[config.mk]
export PLATFORM = sky130hd
export DESIGN_NAME = chart_select_ctrl
export DESIGN_NICKNAME = d
export VERILOG_FILES = /design/src/rtl/chart_sel_pkg.sv /design/src/rtl/key_debounce.sv /design/src/rtl/chart_select_ctrl.sv
export SDC_FILE = /design/constraint.sdc
export NUM_CORES = 1
export LEC_CHECK = 0
export ABC_CLOCK_PERIOD_IN_PS = 2940
export CAP_MARGIN = 5
export CORE_ASPECT_RATIO = 1.4
export CORE_MARGIN = 1
export CORE_UTILIZATION = 62
export DETAILED_ROUTE_END_ITERATION = 10
export GPL_TIMING_DRIVEN = 0
export PLACE_DENSITY = 0.76
export SETUP_SLACK_MARGIN = 0.02
export SLEW_MARGIN = 20
export SYNTH_ARGS = -nofsm -noshare
export SYNTH_HDL_FRONTEND = slang
export SYNTH_SLANG_ARGS = --single-unit
[constraint.sdc]
create_clock -name clk -period 2.94 [get_ports clk]
set_input_delay 0.441 -clock clk [delete_from_list [all_inputs] [get_ports clk]]
set_output_delay 0.441 -clock clk [all_outputs]
set_load 0.02 [all_outputs]
[src/rtl/chart_sel_pkg.sv]
// Shared state encoding, counter width and auto-repeat timing for the chart selector.
package chart_sel_pkg;

  localparam int unsigned CNT_W = 28;

  typedef enum logic [1:0] {
    ST_SELECT  = 2'd0,
    ST_ARMED   = 2'd1,
    ST_PLAYING = 2'd2,
    ST_RESULTS = 2'd3
  } state_e;

  localparam logic [CNT_W-1:0] AR_FIRST_LAST = CNT_W'(25000000 - 1);
  localparam logic [CNT_W-1:0] AR_NEXT_LAST  = CNT_W'(5000000 - 1);

endpackage

[src/rtl/key_debounce.sv]
// One button: 2-flop synchroniser, counting debouncer, registered one-cycle press pulse.
// Synchroniser flops are not reset so a key held across reset is seen released before it can fire.
module key_debounce
  import chart_sel_pkg::*;
#(
  parameter int unsigned DEBOUNCE_CYCLES = 250000
) (
  input  logic clk,
  input  logic resetn,
  input  logic key_i,
  output logic press_o
`ifdef CHART_AUTOREPEAT_EN
  ,
  output logic level_o
`endif
);

  localparam logic [CNT_W-1:0] DB_LAST = CNT_W'(DEBOUNCE_CYCLES - 1);
  localparam logic [CNT_W-1:0] ONE     = CNT_W'(1);

  logic             sync1_q, sync2_q;
  logic             level_q, level_d;
  logic             rdy_q, press_q;
  logic [CNT_W-1:0] cnt_q, cnt_d;

  always_ff @(posedge clk) begin
    sync1_q <= key_i;
    sync2_q <= sync1_q;
  end

  // Any cycle where the synchronised level agrees with the accepted one restarts the count.
  always_comb begin
    level_d = level_q;
    cnt_d   = '0;
    if (sync2_q != level_q) begin
      if (cnt_q == DB_LAST) level_d = sync2_q;
      else                  cnt_d   = cnt_q + ONE;
    end
  end

  always_ff @(posedge clk) begin
    if (!resetn) begin
      level_q <= 1'b0;
      cnt_q   <= '0;
      rdy_q   <= 1'b0;
      press_q <= 1'b0;
    end else begin
      level_q <= level_d;
      cnt_q   <= cnt_d;
      rdy_q   <= rdy_q | ~sync2_q;
      press_q <= level_d & ~level_q & rdy_q;
    end
  end

  assign press_o = press_q;
`ifdef CHART_AUTOREPEAT_EN
  assign level_o = level_q;
`endif

endmodule

[src/rtl/chart_select_ctrl.sv]
// Chart select / countdown / play / results controller; all outputs registered, one cycle after cause.
// Optional CHART_AUTOREPEAT_EN adds hold-to-repeat for next/prev while in SELECT.
module chart_select_ctrl
  import chart_sel_pkg::*;
#(
  parameter int unsigned NUM_CHARTS       = 3,
  parameter int unsigned DEBOUNCE_CYCLES  = 250000,
  parameter int unsigned COUNTDOWN_CYCLES = 150000000,
  parameter int unsigned BLINK_CYCLES     = 12500000
) (
  input  logic       clk,
  input  logic       resetn,
  input  logic       key_next,
  input  logic       key_prev,
  input  logic       key_confirm,
  input  logic       song_done,
  output logic [3:0] chart_digit,
  output logic [1:0] state_code,
  output logic       start_pulse,
  output logic       game_active,
  output logic       label_blink
);

  localparam logic [3:0]       NC      = 4'(NUM_CHARTS);
  localparam logic [CNT_W-1:0] CD_LAST = CNT_W'(COUNTDOWN_CYCLES - 1);
  localparam logic [CNT_W-1:0] BL_LAST = CNT_W'(BLINK_CYCLES - 1);
  localparam logic [CNT_W-1:0] ONE     = CNT_W'(1);

  logic nxt_press, prv_press, cnf_press;
  logic nxt_ev, prv_ev, cnf_ev;

`ifdef CHART_AUTOREPEAT_EN
  logic nxt_lvl, prv_lvl, cnf_lvl;

  key_debounce #(.DEBOUNCE_CYCLES(DEBOUNCE_CYCLES)) u_db_next (
    .clk(clk), .resetn(resetn), .key_i(key_next), .press_o(nxt_press), .level_o(nxt_lvl));
  key_debounce #(.DEBOUNCE_CYCLES(DEBOUNCE_CYCLES)) u_db_prev (
    .clk(clk), .resetn(resetn), .key_i(key_prev), .press_o(prv_press), .level_o(prv_lvl));
  key_debounce #(.DEBOUNCE_CYCLES(DEBOUNCE_CYCLES)) u_db_cnf (
    .clk(clk), .resetn(resetn), .key_i(key_confirm), .press_o(cnf_press), .level_o(cnf_lvl));

  logic [CNT_W-1:0] rep_cnt_q, rep_cnt_d;
  logic             rep_run_q, rep_run_d, rep_fire;

  // Only a single held direction repeats; both held counts as no repeat.
  always_comb begin
    rep_fire  = 1'b0;
    rep_cnt_d = '0;
    rep_run_d = 1'b0;
    if (state_code == ST_SELECT && (nxt_lvl ^ prv_lvl)) begin
      rep_run_d = rep_run_q;
      if (rep_cnt_q == (rep_run_q ? AR_NEXT_LAST : AR_FIRST_LAST)) begin
        rep_fire  = 1'b1;
        rep_run_d = 1'b1;
      end else begin
        rep_cnt_d = rep_cnt_q + ONE;
      end
    end
  end

  always_ff @(posedge clk) begin
    if (!resetn) begin
      rep_cnt_q <= '0;
      rep_run_q <= 1'b0;
    end else begin
      rep_cnt_q <= rep_cnt_d;
      rep_run_q <= rep_run_d;
    end
  end

  assign nxt_ev = nxt_press | (rep_fire & nxt_lvl);
  assign prv_ev = prv_press | (rep_fire & prv_lvl);
  assign cnf_ev = cnf_press;
`else
  key_debounce #(.DEBOUNCE_CYCLES(DEBOUNCE_CYCLES)) u_db_next (
    .clk(clk), .resetn(resetn), .key_i(key_next), .press_o(nxt_press));
  key_debounce #(.DEBOUNCE_CYCLES(DEBOUNCE_CYCLES)) u_db_prev (
    .clk(clk), .resetn(resetn), .key_i(key_prev), .press_o(prv_press));
  key_debounce #(.DEBOUNCE_CYCLES(DEBOUNCE_CYCLES)) u_db_cnf (
    .clk(clk), .resetn(resetn), .key_i(key_confirm), .press_o(cnf_press));

  assign nxt_ev = nxt_press;
  assign prv_ev = prv_press;
  assign cnf_ev = cnf_press;
`endif

  state_e           state_q, state_d;
  logic [3:0]       digit_q, digit_d;
  logic [CNT_W-1:0] cnt_q, cnt_d, bcnt_q, bcnt_d;
  logic             start_q, start_d, act_q, act_d, blink_q, blink_d;

  always_comb begin
    state_d = state_q;
    digit_d = digit_q;
    cnt_d   = cnt_q;
    start_d = 1'b0;
    case (state_q)
      ST_SELECT: begin
        if (cnf_ev) begin
          state_d = ST_ARMED;
          cnt_d   = CD_LAST;
        end else if (nxt_ev && !prv_ev) begin
          digit_d = (digit_q == NC) ? 4'd1 : digit_q + 4'd1;
        end else if (prv_ev && !nxt_ev) begin
          digit_d = (digit_q == 4'd1) ? NC : digit_q - 4'd1;
        end
      end
      ST_ARMED: begin
        if (cnt_q == '0) begin
          state_d = ST_PLAYING;
          start_d = 1'b1;
        end else begin
          cnt_d = cnt_q - ONE;
        end
      end
      ST_PLAYING: if (song_done) state_d = ST_RESULTS;
      ST_RESULTS: if (cnf_ev) state_d = ST_SELECT;
      default:    state_d = ST_SELECT;
    endcase

    // Blink restarts low on every entry to ARMED and is forced high elsewhere.
    blink_d = 1'b1;
    bcnt_d  = '0;
    if (state_d == ST_ARMED) begin
      if (state_q != ST_ARMED) begin
        blink_d = 1'b0;
      end else if (bcnt_q == BL_LAST) begin
        blink_d = ~blink_q;
      end else begin
        blink_d = blink_q;
        bcnt_d  = bcnt_q + ONE;
      end
    end
    act_d = (state_d == ST_PLAYING);
  end

  always_ff @(posedge clk) begin
    if (!resetn) begin
      state_q <= ST_SELECT;
      digit_q <= 4'd1;
      cnt_q   <= '0;
      bcnt_q  <= '0;
      start_q <= 1'b0;
      act_q   <= 1'b0;
      blink_q <= 1'b1;
    end else begin
      state_q <= state_d;
      digit_q <= digit_d;
      cnt_q   <= cnt_d;
      bcnt_q  <= bcnt_d;
      start_q <= start_d;
      act_q   <= act_d;
      blink_q <= blink_d;
    end
  end

  assign chart_digit = digit_q;
  assign state_code  = state_q;
  assign start_pulse = start_q;
  assign game_active = act_q;
  assign label_blink = blink_q;

endmodule

### Yosys cells after proc, flatten, opt, wreduce, memory -nomap -nowiden

Index checks and enable logic that the tools add are counted.

* register bits: 164
* output and inout port bits: 9

* add/subtract/negate cells: 7
* eq/ne operators: 17
* muxes and demuxes: 21
* bitwise operators: 22
* reduce and logical (&&, ||, !) cells: 17

Operators by type and width (count)
* $add A28 B1 Y28 const B: 4
* $eq A28 B18 Y1 const B: 3
* $mux W28: 2
* $pmux W28 S2: 1
* $eq A28 B24 Y1 const B: 1
* $logic_not A28 Y1: 1
* $sub A28 B1 Y28 const B: 1
* $mux W4: 4
* $not A1 Y1: 13
* $mux W1: 9
* $reduce_or A3 Y1: 3
* $mux W2: 4
* $pmux W2 S4: 1
* $and A1 B1 Y1: 6
* $eq A2 B2 Y1 const B: 3
* $reduce_and A3 Y1: 2
* $reduce_bool A2 Y1: 3
* $add A4 B1 Y4 const B: 1
* $eq A2 B1 Y1 const B: 2
* $eq A4 B1 Y1 const B: 1
* $eq A4 B2 Y1 const B: 1
* $ne A2 B1 Y1 const B: 2
* $reduce_and A2 Y1: 2
* $reduce_or A4 Y1: 1
* other kinds (7): 13

### Longest topological paths before layout

* depth after elaboration: 6
* gate-level depth with buffers: 9
* depth with buffers taken out: 7

### Cells and area by module

A second synthesis with hierarchy kept.

* cell total of the unflattened synthesis: 888
* area total of the unflattened synthesis: 7777.5 um^2

By module, submodules not included
* key_debounce: times used 3, cells an instance 170, area each 1510.2 um^2, seq. area each 660.6 um^2
* chart_select_ctrl: times used 1, cells an instance 378, area each 3246.9 um^2, seq. area each 1301.2 um^2

### Worst setup path after synthesis

Ideal clock, no wire load.

* path kind: register to register
* start: reg cnt_q[16]
* end: reg cnt_q[23]
* library setup time: 0.074 ns
* arrival: 2.076 ns
* required time: 2.866 ns
* setup slack: 0.789 ns
* stages on the path, launching flop included: 5
* path buffers: 0
* clock period less this slack: 2.151 ns
* path through: dfxtp_1 > or4_4 > or4_4 > or4_1 > a31oi_1

* cells in the longest elaborated chain, start to end: 3
* elaborated cells on any way between the ends: 6

RTL lines
* from (decl): RTL line chart_select_ctrl.sv:89 `logic [CNT_W-1:0] cnt_q, cnt_d, bcnt_q, bcnt_d;`
* from (signal assigned): RTL line chart_select_ctrl.sv:149 `cnt_q <= cnt_d;`
* $sub A28 B1 Y28 / $logic_not A28 Y1 (equally long branches): RTL line chart_select_ctrl.sv:113, chart_select_ctrl.sv:109
* $mux W28 / $ne A2 B2 Y1 (equally long branches)
* $pmux W28 S2 / $reduce_and A3 Y1 (equally long branches)

Parallel ways exist; a longest one is shown, timed or not. The select of a mux whose other input is x is not followed.
A chain may end at the register's enable or synchronous reset.

### Final worst setup path

* start: reg cnt_q[0]
* end: reg bcnt_q[10]

* cells in the longest elaborated chain, start to end: 6

RTL lines
* $logic_not A28 Y1: RTL line chart_select_ctrl.sv:109 `if (cnt_q == '0) begin`
* $mux W2: RTL line chart_select_ctrl.sv:109
* $pmux W2 S4: RTL line chart_select_ctrl.sv:97 `case (state_q)`
* $eq A2 B1 Y1: RTL line chart_select_ctrl.sv:124 `if (state_d == ST_ARMED) begin`
* $not A1 Y1 (no source line)
* $reduce_or A4 Y1 (no source line)
* to (signal assigned): RTL line chart_select_ctrl.sv:150 `bcnt_q <= bcnt_d;`
* to (decl): RTL line chart_select_ctrl.sv:89

Every way passes these cells.

==> summary.md <==
| Metric | Value |
|---|---|
| N_diodes | `0` |
| Global-route wire length before repair | `26880 um` |
| Crit path capture | `bcnt_q[10]` |
| Critical path startpoint | `cnt_q[0]` |
| Vias/cell | `5.841` |
| Met2 Wirelength | `8016 um` |
| Pin count of the biggest net entering global routing | `17` |
| Final hold slack | `325.6 ps` |
| Reg-to-Reg Start | `cnt_q[0]` |
| Setup crit end kind | `flop` |
| Via count | `6232` |
| Post-synth ARST share | `0` |
| CTS Buf Count | `17` |
| Leak | `2.740 nW` |
| Initial antenna violation count | `0` |
| Post-synth top area cell | `dfxtp_1` |
| CTS tree | `yes` |
| Fill count | `911` |
| Synth Flop Type | `dfxtp_1` |
| Initial drt markers | `345` |
| Core Rows | `47` |
| Clock sink count | `164` |
| Cells after Synth | `875` |
| Die W | `94.83 um` |
| WL met3 | `609 um` |
| Htree depth | `4` |
| Area of the multi-input gates | `3944 um^2` |
| WP data required | `3230 ps` |
| Sequential share of the synthesized area | `0.4389` |
| Synth Area per Inst | `8.548 um^2` |
| Vias in the first global route | `6096` |
| Pins over their slew limit | `0` |
| GRT overflow | `0` |
| DRC | `0` |
| Peak VDD IR | `0.3813 mV` |
| Power Density | `528.4 nW/um^2` |
| Syn nets | `890` |
| Area growth syn-to-layout | `11.76%` |
| Finish-stage setup viols | `0` |
| Number of synthesized flops with an enable pin | `0` |
| Outcome | `complete, no violations` |
| Worst relative slew slack | `0.4489` |
| Initial Utilization | `0.6360` |
| Final Non-Filler Cells | `1067` |
| Post-route ant nets | `0` |
| DRT Pass-1 Iters | `5` |
| Final wirelength | `15670 um` |
| IO Pins | `15` |
| #FFs+latches synth | `164` |
| Global Route Usage Sum | `0.2656` |
| CP max-delay cell | `nor4b_1` |
| Clock slew at reported path FFs | `60 ps` |
| CP Max Fanout | `10` |
| Dominant cell by count in the synthesized netlist | `dfxtp_1` |
| Fin Setup TNS | `0 ps` |
| Min Tclk post-route | `2633 ps` |
| Crit path kind | `reg -> reg` |
| DIE HEIGHT | `132.0 um` |
| CTS max path bufs | `2` |
| R2r worst-path depth | `8` |
| Power, Total | `4.417 mW` |
| Tightest Pin Transition | `819.0 ps` |
| Gpl congestion | `0.8520` |
| Fmax | `0.3798 GHz` |
| Top Layer Used | `met4` |
| IO buf count | `13` |
| Clk Latency, worst-skew pair | `420 ps` |
| Worst clock skew | `10.23 ps` |
| DR WL/cell | `14.68 um` |
| Max-cap violations | `0` |
| Yosys warns | `0` |
| Synthesized cell area | `7480 um^2` |
| Area contributors post-synth | `dfxtp_1 44%, nor2_1 8.0%, xnor2_1 7.8%` |
| DRT met1 WL | `6667 um` |
| Final Util | `0.7107` |
| Final hold violation count | `0` |
| Max stage delay on crit path | `420 ps` |
| HP Class | `reg -> reg` |
| Unrepaired setup endpoints after global routing | `no` |
| Core Area | `11760 um^2` |
| Worst reg2reg setup slack | `310 ps` |
| CP Launch Type | `flop` |
| Root buf cell | `clkbuf_16` |
| Final #Nets | `922` |
| Commonest cells post-synth | `164 x dfxtp_1, 160 x nor2_1, 67 x xnor2_1, 55 x nand2_1, 45 x xor2_1` |
| Share of the synthesized area in the top cell type | `0.4389` |
| Cell variety after synth | `52` |
| Fin crit share | `0.8955` |
| Sequential Area | `3283 um^2` |
| Layout cells sized above 1 | `0.05326` |
| Crit path cell chain | `inv_1 -> ha_1 -> nor4b_1 -> nand4_2 -> o21a_1 -> nand3_1 -> clkbuf_1 -> nor2_1` |
| Worst reg2reg endpoint | `bcnt_q[10]` |
| HPWL Detailed | `10870 um` |
| Hold-fix buffers, CTS | `0` |
| Die footprint | `12510 um^2` |
| Dpl cells | `1035` |
| Critical path arrival | `2920 ps` |
[how the worst min path moves through the flow]
stage                                  from                end  depth (start not counted)
after floorplan            u_db_cnf.sync1_q   u_db_cnf.sync2_q                          0
final                     u_db_prev.sync1_q  u_db_prev.sync2_q                          0
after global routing      u_db_prev.sync1_q  u_db_prev.sync2_q                          0
after detailed placement  u_db_prev.sync1_q  u_db_prev.sync2_q                          0
after global placement    u_db_prev.sync1_q  u_db_prev.sync2_q                          0
after CTS                 u_db_prev.sync1_q  u_db_prev.sync2_q                          0
[sequential cells by signal, summed over array words and instances (netlist names), 2 cells and up]
| name | cells |
|---|---|
| state_code | 2 |
| chart_digit | 4 |
| u_db_cnf.cnt_q | 28 |
| u_db_next.cnt_q | 28 |
| cnt_q | 28 |
| u_db_prev.cnt_q | 28 |
| bcnt_q | 28 |
[repair_timing]
item,4_1_cts,5_1_grt
buffers inserted,0,0
gates resized for setup,0,1
endpoints found under the setup margin,0,5
[worst max-delay path: cells and delay by family (launching register included)]
| kind | cells | cell delay [ps] |
|---|---|---|
| DFF | 1 | 350 |
| buffers and inverters | 2 | 480 |
| AOI/OAI and AO/OA | 1 | 310 |
| and+or+nand+nor | 4 | 1180 |
| adders and majority gates | 1 | 180 |
[stage by stage]
step / setup WS (ps) / area, um^2
3_5_place_dp: 235.7 / 7794
5_1_grt: 107.6 / 8359
6_report: 307.2 / 8359
3_3_place_gp: 338.4 / 7794
4_1_cts: 202.4 / 8356
2_1_floorplan: 789.4 / 7480
[layout by cell type (no fill, tap or decap), types with 3 or more instances in the layout]
cell             count
ha_1                 9
or2_2                6
inv_1               27
clkdlybuf4s50_1     13
nor3b_1              3
xor2_1              45
nand3_1             43
or3_1               12
or4_1               12
dfxtp_1            164
nor4b_1              8
o21ai_0             12
and3_1              21
nor4_2               3
mux2i_1              3
nand2b_1             4
clkinv_2             5
clkbuf_1            32
clkinvlp_4           3
nand4_1             28
nor2_1             160
nor3_1              26
a211oi_1             7
o31ai_1              8
a21oi_1             24
clkbuf_16           17
nand2_1             55
o211ai_1             6
and4_1              15
and2_1               9
xnor2_1             67
a311oi_1             5
nor4_1              29
a31oi_1              7
[cell families after synthesis]
family | Yosys count | synth area share
AOI/OAI and AO/OA | 80 | 0.06875
xor gates and xnor gates | 112 | 0.1311
adders and majority gates | 9 | 0.01506
and+or+nand+nor | 446 | 0.3078
muxes | 3 | 0.004015
DFF | 164 | 0.4389
buffers and inverters | 61 | 0.03429
[metal layers]
layer | GRT usage | vias to the layer above
met5 | 0 | -
met4 | 0.1103 | 0
met3 | 0.06055 | 36
met2 | 0.4588 | 141
met1 | 0.3101 | 2938
li1 | - | 3117
[power breakdown]
| part | switching, mW | leakage [nW] | internal, mW |
|---|---|---|---|
| clock | 0.853 | 0.270 | 1.26 |
| combinational | 0.0396 | 1.15 | 0.0173 |
| sequential | 0.00865 | 1.32 | 2.23 |
| total | 0.901 | 2.74 | 3.52 |
[area by class of cell]
cell class / instances / share of cell area
multi-input combinational: 650 / 0.4718
buffer: 34 / 0.01856
clock inverter: 10 / 0.01287
sequential: 164 / 0.3928
tap: 147 / 0.02200
clock buffer: 22 / 0.05433
timing repair buffer: 13 / 0.01557
inverter: 27 / 0.01212
No activity file was read; power rests on OpenSTA's default activity.
